===== src/rtl/lsu_pkg.sv =====
// Shared types and default widths for the load/store unit.
package lsu_pkg;
  localparam int LSU_AW     = 8;
  localparam int LSU_DW     = 8;
  localparam int LSU_RW     = 2;
  localparam int LSU_TO_CYC = 15;

  typedef enum logic [1:0] {
    IDLE = 2'd0,
    REQ  = 2'd1,
    WB   = 2'd2
  } lsu_state_t;

  typedef struct packed {
    logic              is_load;
    logic [LSU_AW-1:0] addr;
    logic [LSU_DW-1:0] st_data;
    logic [LSU_RW-1:0] dst_reg;
  } lsu_req_t;
endpackage


===== src/rtl/lsu_timeout_ctr.sv =====
// Counts REQ cycles without ack; expired is high in the cycle that reaches TO_CYC.
module lsu_timeout_ctr #(
  parameter int TO_CYC = 15
) (
  input  logic clk,
  input  logic reset,
  input  logic clr,
  input  logic en,
  output logic expired
);
  localparam int CW = $clog2(TO_CYC + 1);

  logic [CW-1:0] cnt_q, cnt_d;

  always_comb begin
    cnt_d = cnt_q;
    if (clr)     cnt_d = '0;
    else if (en) cnt_d = cnt_q + 1'b1;
  end

  always_ff @(posedge clk or posedge reset) begin
    if (reset) cnt_q <= '0;
    else       cnt_q <= cnt_d;
  end

  // The TO_CYC-th ack-less cycle is the last one mem_req is held.
  assign expired = en && (cnt_q == CW'(TO_CYC - 1));
endmodule


===== src/rtl/load_store_unit.sv =====
// Byte load/store unit driving the data-memory handshake and register write-back.
// Optional REQ timeout is built when LSU_TIMEOUT_EN is defined.
module load_store_unit
  import lsu_pkg::*;
#(
  parameter int AW     = LSU_AW,
  parameter int DW     = LSU_DW,
  parameter int RW     = LSU_RW,
  parameter int TO_CYC = LSU_TO_CYC
) (
  input  logic          clk,
  input  logic          reset,
  input  logic          start,
  input  logic          is_load,
  input  logic [AW-1:0] addr,
  input  logic [DW-1:0] st_data,
  input  logic [RW-1:0] dst_reg,
  output logic          mem_req,
  output logic          mem_we,
  output logic [AW-1:0] mem_addr,
  output logic [DW-1:0] mem_wdata,
  input  logic [DW-1:0] mem_rdata,
  input  logic          mem_ack,
  output logic          wb_en,
  output logic [RW-1:0] wb_addr,
  output logic [DW-1:0] wb_data,
  output logic          busy,
  output logic          done,
  output logic          err
);
  lsu_state_t    state_q, state_d;
  lsu_req_t      req_q, req_d;
  logic [DW-1:0] rdata_q, rdata_d;
  logic          done_q, done_d;
  logic          err_q, err_d;
  logic          accept;
  logic          to_expired;

  // WB always retires in its single cycle, so a start there is taken as if IDLE;
  // this lets the core issue in the done cycle of a load as well as a store.
  assign accept = start && ((state_q == IDLE) || (state_q == WB));

`ifdef LSU_TIMEOUT_EN
  lsu_timeout_ctr #(.TO_CYC(TO_CYC)) u_to (
    .clk     (clk),
    .reset   (reset),
    .clr     (accept),
    .en      ((state_q == REQ) && !mem_ack),
    .expired (to_expired)
  );
`else
  // Never true for a valid TO_CYC: REQ waits for ack indefinitely.
  assign to_expired = (TO_CYC < 0);
`endif

  always_ff @(posedge clk or posedge reset) begin
    if (reset) state_q <= IDLE;
    else       state_q <= state_d;
  end

  always_comb begin
    state_d = state_q;
    case (state_q)
      IDLE:    if (start) state_d = REQ;
      REQ: begin
        if (mem_ack)         state_d = req_q.is_load ? WB : IDLE;
        else if (to_expired) state_d = IDLE;
      end
      WB:      state_d = start ? REQ : IDLE;
      default: state_d = IDLE;
    endcase
  end

  always_comb begin
    req_d   = req_q;
    rdata_d = rdata_q;
    if (accept) begin
      req_d.is_load = is_load;
      req_d.addr    = addr;
      req_d.st_data = st_data;
      req_d.dst_reg = dst_reg;
    end
    if ((state_q == REQ) && mem_ack && req_q.is_load) rdata_d = mem_rdata;
    done_d = (state_q == REQ) && ((mem_ack && !req_q.is_load) || (!mem_ack && to_expired));
    // An ack outside REQ carries no transaction; a timeout also reports here.
    err_d  = (mem_ack && (state_q != REQ)) || ((state_q == REQ) && !mem_ack && to_expired);
  end

  always_ff @(posedge clk or posedge reset) begin
    if (reset) begin
      req_q   <= '0;
      rdata_q <= '0;
      done_q  <= 1'b0;
      err_q   <= 1'b0;
    end else begin
      req_q   <= req_d;
      rdata_q <= rdata_d;
      done_q  <= done_d;
      err_q   <= err_d;
    end
  end

  always_comb begin
    mem_req   = (state_q == REQ);
    mem_we    = (state_q == REQ) && !req_q.is_load;
    mem_addr  = req_q.addr;
    mem_wdata = req_q.st_data;
    wb_en     = (state_q == WB);
    wb_addr   = (state_q == WB) ? req_q.dst_reg : '0;
    wb_data   = (state_q == WB) ? rdata_q : '0;
    busy      = (state_q != IDLE);
    done      = done_q || (state_q == WB);
    err       = err_q;
  end
endmodule


===== config.mk =====
export PLATFORM = sky130hd
export DESIGN_NAME = load_store_unit
export DESIGN_NICKNAME = d
export VERILOG_FILES = /design/src/rtl/lsu_pkg.sv /design/src/rtl/lsu_timeout_ctr.sv /design/src/rtl/load_store_unit.sv
export SDC_FILE = /design/constraint.sdc
export NUM_CORES = 1
export LEC_CHECK = 0
export BUFFER_PORTS_ARGS = -buffer_cell sky130_fd_sc_hd__clkbuf_2
export CAP_MARGIN = 15
export CORE_UTILIZATION = 49
export CTS_CLUSTER_SIZE = 24
export DETAILED_ROUTE_END_ITERATION = 10
export GPL_TIMING_DRIVEN = 0
export PLACE_DENSITY = 0.89
export SLEW_MARGIN = 10
export SYNTH_ARGS = -nofsm -noshare
export SYNTH_HDL_FRONTEND = slang
export SYNTH_SLANG_ARGS = --single-unit

===== constraint.sdc =====
create_clock -name clk -period 2.9 [get_ports clk]
set_input_delay 0.58 -clock clk [delete_from_list [all_inputs] [get_ports clk]]
set_output_delay 0.58 -clock clk [all_outputs]
set_load 0.005 [all_outputs]

==> results of run 1 <==
[stage by stage]
step                      power (mW)  instances  instance area, µm²  hold WS (ps)
after floorplan                0.888        100                1370           459
after global placement          1.01        192                1710           471
after detailed placement        1.04        192                1710           482
after CTS                       1.32        200                1780           468
after global routing            1.39        200                1780           353
final                           1.30        200                1780           319
[synth_stat cells]
cell type	count	area, µm²
buf_2	1	5.00
or2b_1	1	7.51
or2_2	2	12.5
nand4b_2	1	15.0
inv_1	3	11.3
nor2b_1	2	12.5
buf_4	18	135
and2_1	11	68.8
mux2_2	26	293
nor2_1	1	3.75
nor3b_1	1	7.51
o21bai_1	1	7.51
dfrtp_1	31	776
mux2_1	1	11.3
[layout make-up]
class / count / area share, %
sequential: 31 / 43.5
multi-input combinational: 47 / 24.6
timing repair buffer: 62 / 17.4
buffer: 19 / 7.86
clock buffer: 8 / 3.86
tap: 30 / 2.11
inverter: 3 / 0.632
[critical path, cell delays in order, from the launching register on]
cell and delay, ps:
dfrtp_1 430, nor2b_1 170, buf_2 220, and2_1 150, clkbuf_2 110
[report_power, final]
| part | leakage, nW | switching, mW | internal (mW) | total (mW) |
|---|---|---|---|---|
| combinational | 0.549 | 0.129 | 0.260 | 0.389 |
| clock | 0.0386 | 0.139 | 0.143 | 0.282 |
| sequential | 0.368 | 0.0658 | 0.565 | 0.630 |
[sequential cells by signal, indices dropped and copies added (netlist names)]
register,count
rdata_q,8
mem_wdata,8
mem_addr,8
done_q,1
state_q,2
req_q,3
err,1
[how the worst max path moves through the flow]
stage	start	to	slack, ps	cells after the start
floorplan	state_q[0]$_DFFE_PP0P_	wb_addr[0]	1470	3
global placement	state_q[0]$_DFFE_PP0P_	wb_addr[1]	1290	4
detailed placement	reset	mem_addr[0]$_DFFE_PP0P_	1250	2
CTS	state_q[0]$_DFFE_PP0P_	wb_addr[0]	890	4
global route	state_q[0]$_DFFE_PP0P_	wb_data[1]	800	4
finish	state_q[0]$_DFFE_PP0P_	wb_data[5]	920	4
[layer usage]
metal	GRT usage (%)	vias to the layer above	routed length [µm]
met5	0	-	0
met4	5.13	0	0
met3	8.61	0	190
met2	32.7	46	1220
met1	18.4	434	981
li1	-	450	-
[cells by family after synthesis]
| family | Yosys count |
|---|---|
| simple gates | 19 |
| compound gates | 1 |
| buf+inv | 22 |
| flops | 31 |
| mux | 27 |
==> flow_summary.json, run 1 <==
{
  "cp_max_fo": 10,
  "tightest_slew_ps": 632,
  "rsz0062_at_grt": "false",
  "initial_utilization_pct": 53.7,
  "root_buffer": "clkbuf_4",
  "hold_buffers": 0,
  "nets": 200,
  "pin_count": 63,
  "synth-compound-area-share_pct": 0.549,
  "crit_path_start_kind": "flop",
  "antenna_left": 0,
  "cts_max_path_buffers": 2,
  "synth_xor_area_share_pct": 0,
  "clkTransAtPathRegs_ps": 90,
  "rows": 18,
  "worstReg2RegStart": "state_q[1]$_DFFE_PP0P_",
  "reg2reg_depth": 2,
  "slew_headroom_pct": 57.8,
  "hold_viol": 0,
  "yosysWarnings": 0,
  "end_kind": "primary output",
  "grt_use_total_pct": 18.2,
  "maxCapViolCount": 0,
  "dieWidth_um": 54.8,
  "area_growth_pct": 30.5,
  "synth.cell_area_um2": 1370,
  "fill_cells": 193,
  "h-tree-depth": 2,
  "arrival_ps": 1400,
  "die_h_um": 54.8,
  "syn_nets": 131,
  "power_density_nw_per_um2": 730,
  "setup_violations": 0,
  "cts_tree": "done",
  "reg2reg_to": "rdata_q[3]$_DFFE_PP0P_",
  "wl_per_cell_um": 12.0,
  "layout_setup_ws_ps": 924,
  "placement.io_buffers": 62,
  "cts_buffers": 5,
  "grt_max_degree": 32,
  "gr-total-overflow": 0,
  "outcome": "complete, no violations",
  "ys_ff_latch": 31,
  "min_path_type": "in2async",
  "critical_path_class": "reg2out",
  "max_freq_mhz": 506,
  "drt_iter0_drc": 7,
  "tns_ps": 0,
  "vias": 930,
  "synth_seq_area_share_pct": 56.8,
  "synth_fa_ha_area_share_pct": 0,
  "coreArea_um2": 2540,
  "skew_ps": 3.53,
  "final_core_util_pct": 70.1,
  "finalWeightedCongestion": 0.784,
  "diodes": 0,
  "antenna_found_initial": 0,
  "place_ws_ps": 1250,
  "synth_cell_types": 14,
  "synthMuxAreaShare_pct": 22.3,
  "via_per_inst": 4.65,
  "rrSetupSlack_ps": 1610,
  "period_minus_slack_ps": 1980,
  "grt_pass1_vias": 867,
  "final_cell_mix": "62 x clkbuf_2, 31 x dfrtp_1, 26 x mux2_2",
  "post-route-period-util_pct": 68.1,
  "ir_drop_mv": 0.553,
  "p_leak_nw": 0.956,
  "hpwl_um": 1850,
  "synth_cells": 100,
  "layout.cells.most_common": "clkbuf_2",
  "yosys.area_share.simple_pct": 9.34,
  "drive_gt1_share_pct": 69.4,
  "cts_setup_buffers": 0,
  "syn_area_per_cell_um2": 13.7,
  "dr.pass1.iters": 2,
  "drc_errors": 0,
  "clk_latency_ps": 320,
  "grt_pass1_wl_um": 3610,
  "slew_violations": 0,
  "dieArea_um2": 3000,
  "regArea_um2": 776,
  "multi_input_area_um2": 439,
  "clock_sinks": 31,
  "wirelength_um": 2400,
  "crit_required_ps": 2320,
  "synth_top_family_by_area": "multiplexers",
  "ctsResizeCount": 0
}
(Power assumes the default switching activity.)
==> run 2: changes to the inputs <==
CORE_UTILIZATION = 41   (was 49)
PLACE_DENSITY = 0.8   (was 0.89)
clock period = 1.7 ns   (was 2.9 ns; I/O delays follow)
==> run 2 against run 1 <==
  * Flip-flop and latch count did not move
  * Core utilization fell by 9.1 points
  * Clock-buffer cell count fell by 1
  * Power rose by 69%
  * Register-to-register slack got worse by 1300 ps
  * Clock power rose by 40%
  * Largest cell class unchanged
  * Largest power group unchanged
==> flow_summary.json, run 2 (synthesis gave the netlist of run 1 again) <==
{
  "dieWidth_um": 59.7,
  "min_path_type": "in2async",
  "clock_sinks": 31,
  "coreArea_um2": 3100,
  "place_ws_ps": 265,
  "maxCapViolCount": 0,
  "skew_ps": 8.97,
  "area_growth_pct": 38.4,
  "critPathSlowestCell": "dfrtp_1",
  "hold_buffers": 0,
  "layout_setup_ws_ps": 83.7,
  "clkTransAtPathRegs_ps": 100,
  "path_common_cell": "buf_6",
  "diodes": 0,
  "cp_cell_sequence": "nor2b_4 -> buf_6 -> and2_4 -> buf_6",
  "period_minus_slack_ps": 1620,
  "dr.pass1.iters": 4,
  "ir_drop_mv": 0.724,
  "drc_errors": 0,
  "crit_required_ps": 1360,
  "rows": 20,
  "multi_input_area_um2": 473,
  "layout.cells.most_common": "clkbuf_2",
  "hold_viol": 0,
  "end_kind": "primary output",
  "via_per_inst": 4.50,
  "clk_latency_ps": 320,
  "p_leak_nw": 0.985,
  "antenna_found_initial": 0,
  "slew_headroom_pct": 56.9,
  "vias": 972,
  "grt_use_total_pct": 16.5,
  "arrival_ps": 1280,
  "finalWeightedCongestion": 0.652,
  "critical_path_class": "reg2out",
  "root_buffer": "clkbuf_4",
  "grt_pass1_vias": 943,
  "wl_per_cell_um": 12.8,
  "drt_iter0_drc": 39,
  "rsz0062_at_grt": "true",
  "cts_max_path_buffers": 2,
  "setup_violations": 0,
  "cp_slowest_stage_delay_ps": 440,
  "final_cell_mix": "53 x clkbuf_2, 31 x dfrtp_1, 26 x mux2_2",
  "h-tree-depth": 2,
  "final_core_util_pct": 60.9,
  "dieArea_um2": 3570,
  "wirelength_um": 2770,
  "crit_path_start_kind": "flop",
  "placement.io_buffers": 62,
  "outcome": "complete, no violations",
  "antenna_left": 0,
  "regArea_um2": 776,
  "cp_max_fo": 5,
  "gr-total-overflow": 0,
  "cts_tree": "done",
  "slew_violations": 0,
  "initial_utilization_pct": 44.0,
  "post-route-period-util_pct": 95.1,
  "pin_count": 63,
  "nets": 202,
  "fill_cells": 282,
  "p_total_mw": 2.20,
  "tightest_slew_ps": 645,
  "grt_max_degree": 32,
  "power_density_nw_per_um2": 1170,
  "grt_pass1_wl_um": 4140,
  "max_freq_mhz": 619,
  "drive_gt1_share_pct": 75.6,
  "hpwl_um": 2060,
  "die_h_um": 59.7,
  "cts_buffers": 5
}
## run 2: worst paths after layout
| path | startpoint | endpoint | slack (ps) | cells after the start |
|---|---|---|---|---|
| min reg2reg | mem_addr[3]$_DFFE_PP0P_ | mem_addr[3]$_DFFE_PP0P_ | 500 | 1 |
| min | reset | done_q$_DFF_PP0_ | 80 | 2 |
| max in group asynchronous | reset | req_q[18]$_DFFE_PP0P_ | 1200 | 2 |
| max | state_q[0]$_DFFE_PP0P_ | wb_data[4] | 80 | 4 |
| max reg2reg | state_q[0]$_DFFE_PP0P_ | mem_addr[2]$_DFFE_PP0P_ | 270 | 4 |
| min in group clk | st_data[2] | mem_wdata[2]$_DFFE_PP0P_ | 250 | 2 |
## run 2: layout make-up
cell class / count / share of cell area, %
Buffer: 19 / 7.74
Multi-Input combinational cell: 47 / 25.0
Inverter: 3 / 0.596
Sequential cell: 31 / 41.0
Tap cell: 44 / 2.91
Clock inverter: 1 / 0.265
Clock buffer: 7 / 2.38
Timing Repair Buffer: 64 / 20.1
## run 2: per-stage QoR
step / TNS, ps / instance area [µm²] / cells / hold slack, ps
floorplan: 0 / 1370 / 100 / 439
CTS: 0 / 1790 / 215 / 234
finish: 0 / 1890 / 216 / 84.4
detailed placement: 0 / 1730 / 206 / 485
global route: -114 / 1890 / 216 / 121
global placement: 0 / 1730 / 206 / 471
## run 2: per-layer routing
metal	track usage [%]	part of all wire, %	routed length (µm)	vias up
met3	6.49	6.1	170	6
met5	0	0	0	-
met2	30.5	57	1580	40
met4	5.98	1.7	46	0
met1	16.6	35	978	468
li1	-	-	-	458
## run 2: what timing repair did
item                                    in CTS  in global routing
cloned                                       0                  1
pin swaps                                    0                  9
gates resized for setup                      2                 29
setup buffers                                1                  0
endpoints found under the setup margin       9                  9
## run 2: critical path: cells and delay by family (launching register included)
family                 cells  cell delay, ps
flip-flops                 1             440
AND/OR/NAND/NOR            2             300
buffers and inverters      2             220
## run 2: report_power, final
group | switching, mW | leakage, nW | total (mW) | internal, mW
Clock | 0.233 | 0.0293 | 0.394 | 0.161
Combinational | 0.238 | 0.587 | 0.723 | 0.485
Sequential | 0.123 | 0.368 | 1.09 | 0.964
